## src/rtl/rv32_pkg.sv

```systemverilog
// Shared RV32 M-extension definitions: operand width, funct3 opcode encodings,
// sequencer state encoding and small opcode-decode helpers.
package rv32_pkg;

   localparam int XLEN = 32;

   // funct3 encodings of the M-extension R-type instructions
   typedef enum logic [2:0] {
      MUL    = 3'd0,
      MULH   = 3'd1,
      MULHSU = 3'd2,
      MULHU  = 3'd3,
      DIV    = 3'd4,
      DIVU   = 3'd5,
      REM    = 3'd6,
      REMU   = 3'd7
   } mul_op_e;

   typedef enum logic [2:0] {
      ST_IDLE = 3'd0,
      ST_MUL  = 3'd1,
      ST_DIV  = 3'd2,
      ST_FIX  = 3'd3,
      ST_DONE = 3'd4
   } muldiv_state_e;

   // Divide/remainder family (funct3[2] set)
   function automatic logic op_is_div(input mul_op_e op);
      return op[2];
   endfunction

   // Signed divide family: DIV and REM
   function automatic logic op_is_signed_div(input mul_op_e op);
      return (op == DIV) || (op == REM);
   endfunction

   // Remainder results: REM and REMU
   function automatic logic op_wants_rem(input mul_op_e op);
      return op[2] & op[1];
   endfunction

   // Multiplicand is signed for MUL, MULH, MULHSU
   function automatic logic op_sign_a(input mul_op_e op);
      return (op == MUL) || (op == MULH) || (op == MULHSU);
   endfunction

   // Multiplier is signed for MUL, MULH only
   function automatic logic op_sign_b(input mul_op_e op);
      return (op == MUL) || (op == MULH);
   endfunction

endpackage

```

## src/rtl/div_iter.sv

```systemverilog
// Unsigned restoring divider, one quotient bit per clock. Load captures the
// operands; XLEN iterations follow, Last flags the final one. Quotient and
// Remainder are valid the cycle after Last.
module div_iter
   import rv32_pkg::*;
#(
   parameter int XLEN = rv32_pkg::XLEN
) (
   input  logic            Clk,
   input  logic            Rst_N,
   input  logic            Load,
   input  logic [XLEN-1:0] Dividend,
   input  logic [XLEN-1:0] Divisor,
   output logic [XLEN-1:0] Quotient,
   output logic [XLEN-1:0] Remainder,
   output logic            Last
);

   localparam int CW = $clog2(XLEN);

   logic [XLEN-1:0] quo_r;
   logic [XLEN-1:0] rem_r;
   logic [XLEN-1:0] dvs_r;
   logic [CW-1:0]   cnt_r;
   logic            busy_r;
   logic [XLEN:0]   trial_s;
   logic [XLEN:0]   diff_s;
   logic [XLEN-1:0] quo_nxt_s;
   logic [XLEN-1:0] rem_nxt_s;

   // One restoring step: shift in the next dividend bit, subtract if it fits
   always_comb begin
      trial_s = {rem_r, quo_r[XLEN-1]};
      diff_s  = trial_s - {1'b0, dvs_r};
      if (diff_s[XLEN] == 1'b0) begin
         rem_nxt_s = diff_s[XLEN-1:0];
         quo_nxt_s = {quo_r[XLEN-2:0], 1'b1};
      end else begin
         rem_nxt_s = trial_s[XLEN-1:0];
         quo_nxt_s = {quo_r[XLEN-2:0], 1'b0};
      end
   end

   // Operand capture and iteration sequencing
   always_ff @(posedge Clk or negedge Rst_N) begin
      if (!Rst_N) begin
         quo_r  <= {XLEN{1'b0}};
         rem_r  <= {XLEN{1'b0}};
         dvs_r  <= {XLEN{1'b0}};
         cnt_r  <= {CW{1'b0}};
         busy_r <= 1'b0;
      end else if (Load) begin
         quo_r  <= Dividend;
         rem_r  <= {XLEN{1'b0}};
         dvs_r  <= Divisor;
         cnt_r  <= {CW{1'b0}};
         busy_r <= 1'b1;
      end else if (busy_r) begin
         quo_r <= quo_nxt_s;
         rem_r <= rem_nxt_s;
         cnt_r <= cnt_r + CW'(1);
         if (cnt_r == CW'(XLEN - 1)) begin
            busy_r <= 1'b0;
         end else begin
            busy_r <= 1'b1;
         end
      end else begin
         busy_r <= 1'b0;
      end
   end

   assign Quotient  = quo_r;
   assign Remainder = rem_r;
   assign Last      = busy_r && (cnt_r == CW'(XLEN - 1));

endmodule

```

## src/rtl/muldiv_seq.sv

```systemverilog
// RV32M multi-cycle sequencer: accepts an M-type instruction, runs a
// MUL_LAT-cycle multiply or an XLEN-step divide, stalls the pipeline while
// busy and returns a registered result with a one-cycle Done pulse.
module muldiv_seq
   import rv32_pkg::*;
#(
   parameter int XLEN    = rv32_pkg::XLEN,
   parameter int MUL_LAT = 2
) (
   input  logic            Clk,
   input  logic            Rst_N,
   input  logic            Start,
   input  logic [2:0]      MUL_Opcode,
   input  logic [XLEN-1:0] Operand_A,
   input  logic [XLEN-1:0] Operand_B,
   input  logic            Flush,
   output logic            Stall,
   output logic            Done,
   output logic [XLEN-1:0] Result
);

   localparam logic [XLEN-1:0] ZERO = {XLEN{1'b0}};
   localparam logic [XLEN-1:0] ONES = {XLEN{1'b1}};
   localparam logic [XLEN-1:0] ONE  = {{(XLEN-1){1'b0}}, 1'b1};
   localparam logic [XLEN-1:0] MIN  = {1'b1, {(XLEN-1){1'b0}}};
   localparam int              MCW  = (MUL_LAT > 2) ? $clog2(MUL_LAT) : 1;
   localparam bit              MUL_SINGLE = (MUL_LAT == 32'sd1);

   muldiv_state_e   state_r;
   mul_op_e         op_r;
   logic [XLEN-1:0] a_r;
   logic [XLEN-1:0] b_r;
   logic            neg_quo_r;
   logic            neg_rem_r;
   logic [MCW-1:0]  cnt_r;
   logic            done_r;
   logic [XLEN-1:0] result_r;

   mul_op_e           op_in_s;
   logic              div_signed_in_s;
   logic              div_zero_s;
   logic              div_ovf_s;
   logic              div_load_s;
   logic [XLEN-1:0]   a_mag_s;
   logic [XLEN-1:0]   b_mag_s;
   logic [XLEN-1:0]   special_res_s;
   mul_op_e           mul_op_s;
   logic [XLEN-1:0]   mul_a_s;
   logic [XLEN-1:0]   mul_b_s;
   logic [2*XLEN-1:0] mul_a_wide_s;
   logic [2*XLEN-1:0] mul_b_wide_s;
   logic [2*XLEN-1:0] prod_s;
   logic [XLEN-1:0]   mul_res_s;
   logic [XLEN-1:0]   div_quo_s;
   logic [XLEN-1:0]   div_rem_s;
   logic              div_last_s;
   logic [XLEN-1:0]   fix_res_s;
   logic              stall_s;

   assign op_in_s = mul_op_e'(MUL_Opcode);

   // Decode of the incoming instruction: special cases and divider operand magnitudes
   always_comb begin
      div_signed_in_s = op_is_signed_div(op_in_s);
      div_zero_s      = op_is_div(op_in_s) && (Operand_B == ZERO);
      div_ovf_s       = div_signed_in_s && (Operand_A == MIN) && (Operand_B == ONES);
      div_load_s      = (state_r == ST_IDLE) && Start && !Flush && op_is_div(op_in_s)
                        && !div_zero_s && !div_ovf_s;
      a_mag_s = (div_signed_in_s && Operand_A[XLEN-1]) ? (~Operand_A + ONE) : Operand_A;
      b_mag_s = (div_signed_in_s && Operand_B[XLEN-1]) ? (~Operand_B + ONE) : Operand_B;
      if (div_zero_s) begin
         special_res_s = op_wants_rem(op_in_s) ? Operand_A : ONES;
      end else begin
         special_res_s = op_wants_rem(op_in_s) ? ZERO : MIN;
      end
   end

   // Multiplier: operands sign/zero-extended to 2*XLEN so one unsigned product covers all variants
   always_comb begin
      if (state_r == ST_IDLE) begin
         mul_op_s = op_in_s;
         mul_a_s  = Operand_A;
         mul_b_s  = Operand_B;
      end else begin
         mul_op_s = op_r;
         mul_a_s  = a_r;
         mul_b_s  = b_r;
      end
      mul_a_wide_s = {{XLEN{op_sign_a(mul_op_s) & mul_a_s[XLEN-1]}}, mul_a_s};
      mul_b_wide_s = {{XLEN{op_sign_b(mul_op_s) & mul_b_s[XLEN-1]}}, mul_b_s};
      prod_s       = mul_a_wide_s * mul_b_wide_s;
      if (mul_op_s == MUL) begin
         mul_res_s = prod_s[XLEN-1:0];
      end else begin
         mul_res_s = prod_s[2*XLEN-1:XLEN];
      end
   end

   div_iter #(
      .XLEN (XLEN)
   ) u_div_iter (
      .Clk       (Clk),
      .Rst_N     (Rst_N),
      .Load      (div_load_s),
      .Dividend  (a_mag_s),
      .Divisor   (b_mag_s),
      .Quotient  (div_quo_s),
      .Remainder (div_rem_s),
      .Last      (div_last_s)
   );

   // Sign fix-up of the unsigned divider result
   always_comb begin
      if (op_wants_rem(op_r)) begin
         fix_res_s = neg_rem_r ? (~div_rem_s + ONE) : div_rem_s;
      end else begin
         fix_res_s = neg_quo_r ? (~div_quo_s + ONE) : div_quo_s;
      end
   end

   // Sequencer FSM with registered Done and Result
   always_ff @(posedge Clk or negedge Rst_N) begin
      if (!Rst_N) begin
         state_r   <= ST_IDLE;
         op_r      <= MUL;
         a_r       <= ZERO;
         b_r       <= ZERO;
         neg_quo_r <= 1'b0;
         neg_rem_r <= 1'b0;
         cnt_r     <= {MCW{1'b0}};
         done_r    <= 1'b0;
         result_r  <= ZERO;
      end else if (Flush) begin
         state_r <= ST_IDLE;
         done_r  <= 1'b0;
      end else begin
         done_r <= 1'b0;
         case (state_r)
            ST_IDLE: begin
               if (Start) begin
                  op_r      <= op_in_s;
                  a_r       <= Operand_A;
                  b_r       <= Operand_B;
                  neg_quo_r <= div_signed_in_s & (Operand_A[XLEN-1] ^ Operand_B[XLEN-1]);
                  neg_rem_r <= div_signed_in_s & Operand_A[XLEN-1];
                  cnt_r     <= {MCW{1'b0}};
                  if (div_zero_s || div_ovf_s) begin
                     result_r <= special_res_s;
                     done_r   <= 1'b1;
                     state_r  <= ST_DONE;
                  end else if (op_is_div(op_in_s)) begin
                     state_r <= ST_DIV;
                  end else if (MUL_SINGLE) begin
                     result_r <= mul_res_s;
                     done_r   <= 1'b1;
                     state_r  <= ST_DONE;
                  end else begin
                     state_r <= ST_MUL;
                  end
               end else begin
                  state_r <= ST_IDLE;
               end
            end
            ST_MUL: begin
               if (cnt_r == MCW'(MUL_LAT - 2)) begin
                  result_r <= mul_res_s;
                  done_r   <= 1'b1;
                  state_r  <= ST_DONE;
               end else begin
                  cnt_r <= cnt_r + MCW'(1);
               end
            end
            ST_DIV: begin
               if (div_last_s) begin
                  state_r <= ST_FIX;
               end else begin
                  state_r <= ST_DIV;
               end
            end
            ST_FIX: begin
               result_r <= fix_res_s;
               done_r   <= 1'b1;
               state_r  <= ST_DONE;
            end
            ST_DONE: begin
               state_r <= ST_IDLE;
            end
            default: begin
               state_r <= ST_IDLE;
            end
         endcase
      end
   end

   // Pipeline stall: combinational on Start only while idle, state decode otherwise
   always_comb begin
      stall_s = 1'b0;
      if (!Rst_N || Flush) begin
         stall_s = 1'b0;
      end else begin
         case (state_r)
            ST_IDLE:                stall_s = Start;
            ST_MUL, ST_DIV, ST_FIX: stall_s = 1'b1;
            default:                stall_s = 1'b0;
         endcase
      end
   end

   assign Stall  = stall_s;
   assign Done   = done_r;
   assign Result = result_r;

endmodule

```

## config.mk

```make
export PLATFORM = sky130hd
export DESIGN_NAME = muldiv_seq
export DESIGN_NICKNAME = d
export VERILOG_FILES = /design/src/rtl/rv32_pkg.sv /design/src/rtl/div_iter.sv /design/src/rtl/muldiv_seq.sv
export SDC_FILE = /design/constraint.sdc
export NUM_CORES = 2
export LEC_CHECK = 0
export ABC_CLOCK_PERIOD_IN_PS = 13450
export CAP_MARGIN = 20
export CORE_MARGIN = 2
export CORE_UTILIZATION = 40
export DETAILED_ROUTE_END_ITERATION = 8
export DONT_BUFFER_PORTS = 1
export PLACE_DENSITY = 0.58
export SLEW_MARGIN = 10
export SYNTH_ARGS = -nofsm -noshare
export SYNTH_HDL_FRONTEND = slang
export SYNTH_SLANG_ARGS = --single-unit
```

## constraint.sdc

```tcl
create_clock -name Clk -period 13.45 [get_ports Clk]
set_input_delay 2.69 -clock Clk [delete_from_list [all_inputs] [get_ports Clk]]
set_output_delay 2.69 -clock Clk [all_outputs]
set_load 0.01 [all_outputs]
```

==> results.py <==
metrics = {
    "setup_path": {
        "crit_path_top_delay_cell": "fa_1",
        "path_delay_family": "adder cells",
        "crit_fanout": 27,
        "rrSetupSlack_ps": 2160,
        "endpoint_kind": "flip-flop",
        "required_ps": 13950,
        "worstSetupStartpointType": "input port",
        "worstSetupPathType": "in -> reg",
        "crit_top_cell": "fa_1",
        "critical_path_buf_inv_count": 6,
        "worstPathArrival_ps": 12510,
        "slowest_delay_ps": 810,
    },
    "clock_tree": {
        "h-tree-depth": 1,
        "cts-root-buf": "clkbuf_16",
        "clk_pin_slew_ps": 60,
        "cts.repair.resized": 0,
        "postCtsSetupRepairBufs": 0,
        "ctsHoldBuffers": 0,
        "cts_tree": "done",
        "cts_buffer_depth": 3,
        "clk_latency_ps": 570,
        "cts_buffers": 26,
        "clkSinkCount": 207,
    },
    "synth": {
        "synth-async-reset-ratio_pct": 100,
        "yosysTopAreaCell": "fa_1",
        "synth_ff_type": "dfrtp_1",
        "syn-num-nets": 7550,
        "synth_top_area_share_pct": 43.0,
        "seq_area_frac_synth_pct": 9.88,
        "netlist_top_cells_area": "fa_1 43%, dfrtp_1 9.9%, inv_1 8.9%",
        "ys_ff_latch": 207,
        "syn_area_mm2": 0.0524,
        "yosys_warnings": 0,
        "synthCells": 6102,
        "yosys.cell_types.count": 70,
        "synth-edff-count": 0,
        "avgSynthCellArea_um2": 8.59,
    },
    "global_route": {
        "grt_max_degree": 209,
        "antenna_found_initial": 5,
        "track_usage_pct": 26.9,
        "grt_use_met3_pct": 3.86,
        "grt_pass1_wl_mm": 274,
        "grt_pass1_vias": 42673,
        "gr-usage-met2_pct": 43.5,
        "grt.overflow.total": 0,
        "busiest_layer": "met2",
        "grtUsageMet1_pct": 37.2,
    },
    "timing": {
        "fmax_mhz": 83.3,
        "slew_violations": 0,
        "final.setup.tns_ps": 0,
        "relSlewSlack_pct": 17.7,
        "period_share_pct": 89.3,
        "clock_skew_ps": 43.0,
        "setup_viol": 0,
        "worst_slack_ps": 1440,
        "rsz0062_at_grt": "false",
        "fin_crit_ps": 12010,
        "tightest_slew_ps": 1210,
        "hold_violations": 0,
    },
    "routing": {
        "viasPerCell": 5.47,
        "drc": 0,
        "routedWlPerCell_um": 23.6,
        "ant_nets": 0,
        "vias": 41866,
        "postRouteWirelength_mm": 181,
        "first_pass_iters": 6,
        "drt-initial-drc-count": 3668,
    },
    "die": {
        "io_pins": 105,
        "die_x_um": 366,
        "rows": 132,
        "die_area_mm2": 0.134,
        "design.core.area_mm2": 0.130,
        "fp.dieH_um": 366,
        "start_util_pct": 40.4,
    },
    "placed_design": {
        "portBuffers": 0,
        "place_ws_ps": 1020,
        "gp_congestion": 0.967,
        "hpwl_mm": 145,
        "dp_cells": 7597,
    },
    "flow_run": {
        "drv_cap": 0,
    },
    "cells_and_area": {
        "nets": 7334,
        "finalNonFillerCells": 7647,
        "n_antenna_cell": 0,
        "final_layout_size_suffix_gt1_share_pct": 4.20,
        "area.growth.synth_to_final_pct": 4.93,
    },
    "status": {
        "status": "complete, no violations",
    },
    "worst_hold_path": {
        "holdCritPathClass": "reg -> reg",
    },
}
[cell usage in the layout (no fill, tap or decap), types with 69 or more instances in the layout]
cell     synthesis  routed
nand2_1       1141    1141
mux2i_1        113      86
xnor2_1        116     115
xor2_1          98      98
ha_1           251     251
a21oi_1        171     170
dfrtp_1        207     206
buf_4            0      69
nor2_1         440     438
inv_1         1242    1242
fa_1          1126    1126
o21ai_0        240     240
[per-layer routing]
| metal | up-vias | part of all wire, % |
|---|---|---|
| met5 | - | 0.0039 |
| met4 | 2 | 3.9 |
| met3 | 300 | 7.4 |
| met2 | 1649 | 47 |
| met1 | 21838 | 42 |
| li1 | 18077 | - |
[cells in the mapped netlist, types with 8 or more instances]
cell type	instances
and3_1	24
nand2b_1	14
xor2_1	98
dfrtp_1	207
buf_2	17
mux2_2	65
nand2_1	1141
a31oi_1	27
ha_1	251
xnor2_1	116
nor2_1	440
fa_1	1126
o22ai_1	12
clkbuf_1	289
or4_1	12
and2_1	41
o31ai_1	41
mux2i_1	113
a211oi_1	17
a21oi_1	171
nand4_1	32
o21bai_1	15
or3_1	18
nor4_1	23
or2_2	15
nand3_1	52
inv_1	1242
a21o_1	42
o41ai_1	14
o211ai_1	24
a41oi_1	11
buf_1	9
nor2b_1	8
nor3_1	42
o21ai_0	240
o21a_1	9
[cell type report]
class                           count  area [um^2]
Clock buffer                       37          813
Clock inverter                     10         82.6
Fill cell                       13138        74800
Inverter                         1245         4670
Multi-Input combinational cell   4333        41500
Sequential cell                   207         5180
Tap cell                         1742         2180
Timing Repair Buffer               73          567
[sequential cells by signal (all words and copies together), names as in the netlist]
name and flops:
Result 32, a_r 32, b_r 32, u_div_iter.Quotient 32
u_div_iter.Remainder 32, u_div_iter.dvs_r 32, u_div_iter.cnt_r 5, op_r 3
state_r 3, Done 1, neg_quo_r 1, neg_rem_r 1
u_div_iter.busy_r 1
[cells by family after synthesis]
family / after synthesis / synth area share, %
muxes: 178 / 3.55
adders and majority gates: 1377 / 49.0
xor gates and xnor gates: 214 / 3.57
AOI/OAI and AO/OA: 685 / 7.98
and+or+nand+nor: 1879 / 14.8
buffers and inverters: 1562 / 11.2
DFF: 207 / 9.88
[per-stage QoR]
step	hold slack [ps]	instance area [um^2]	util (%)
global placement	453	54100	41.7
floorplan	442	52400	-
detailed placement	461	54100	41.7
global route	493	55000	42.4
finish	476	55000	42.4
CTS	477	55000	42.4
[tightest hold or removal path, cell delays in order, from the launching register on]
cell,delay [ps]
dfrtp_1,340
nand2_1,50
nand2_1,60
[path summary, 6_finish.rpt]
check	from	to	depth (start not counted)
setup / recovery	MUL_Opcode[1]	Result[31]	29
hold / removal	b_r[15]	b_r[15]	2
setup reg to reg	state_r[1]	Result[31]	33
hold reg to reg	b_r[15]	b_r[15]	2
max in group asynchronous	Rst_N	b_r[11]	0
min in group asynchronous	Rst_N	u_div_iter.Quotient[21]	0
Power is left out: the tool's default activity adds up to more than one toggle a clock period on the data nets, which glitch-free logic cannot reach.
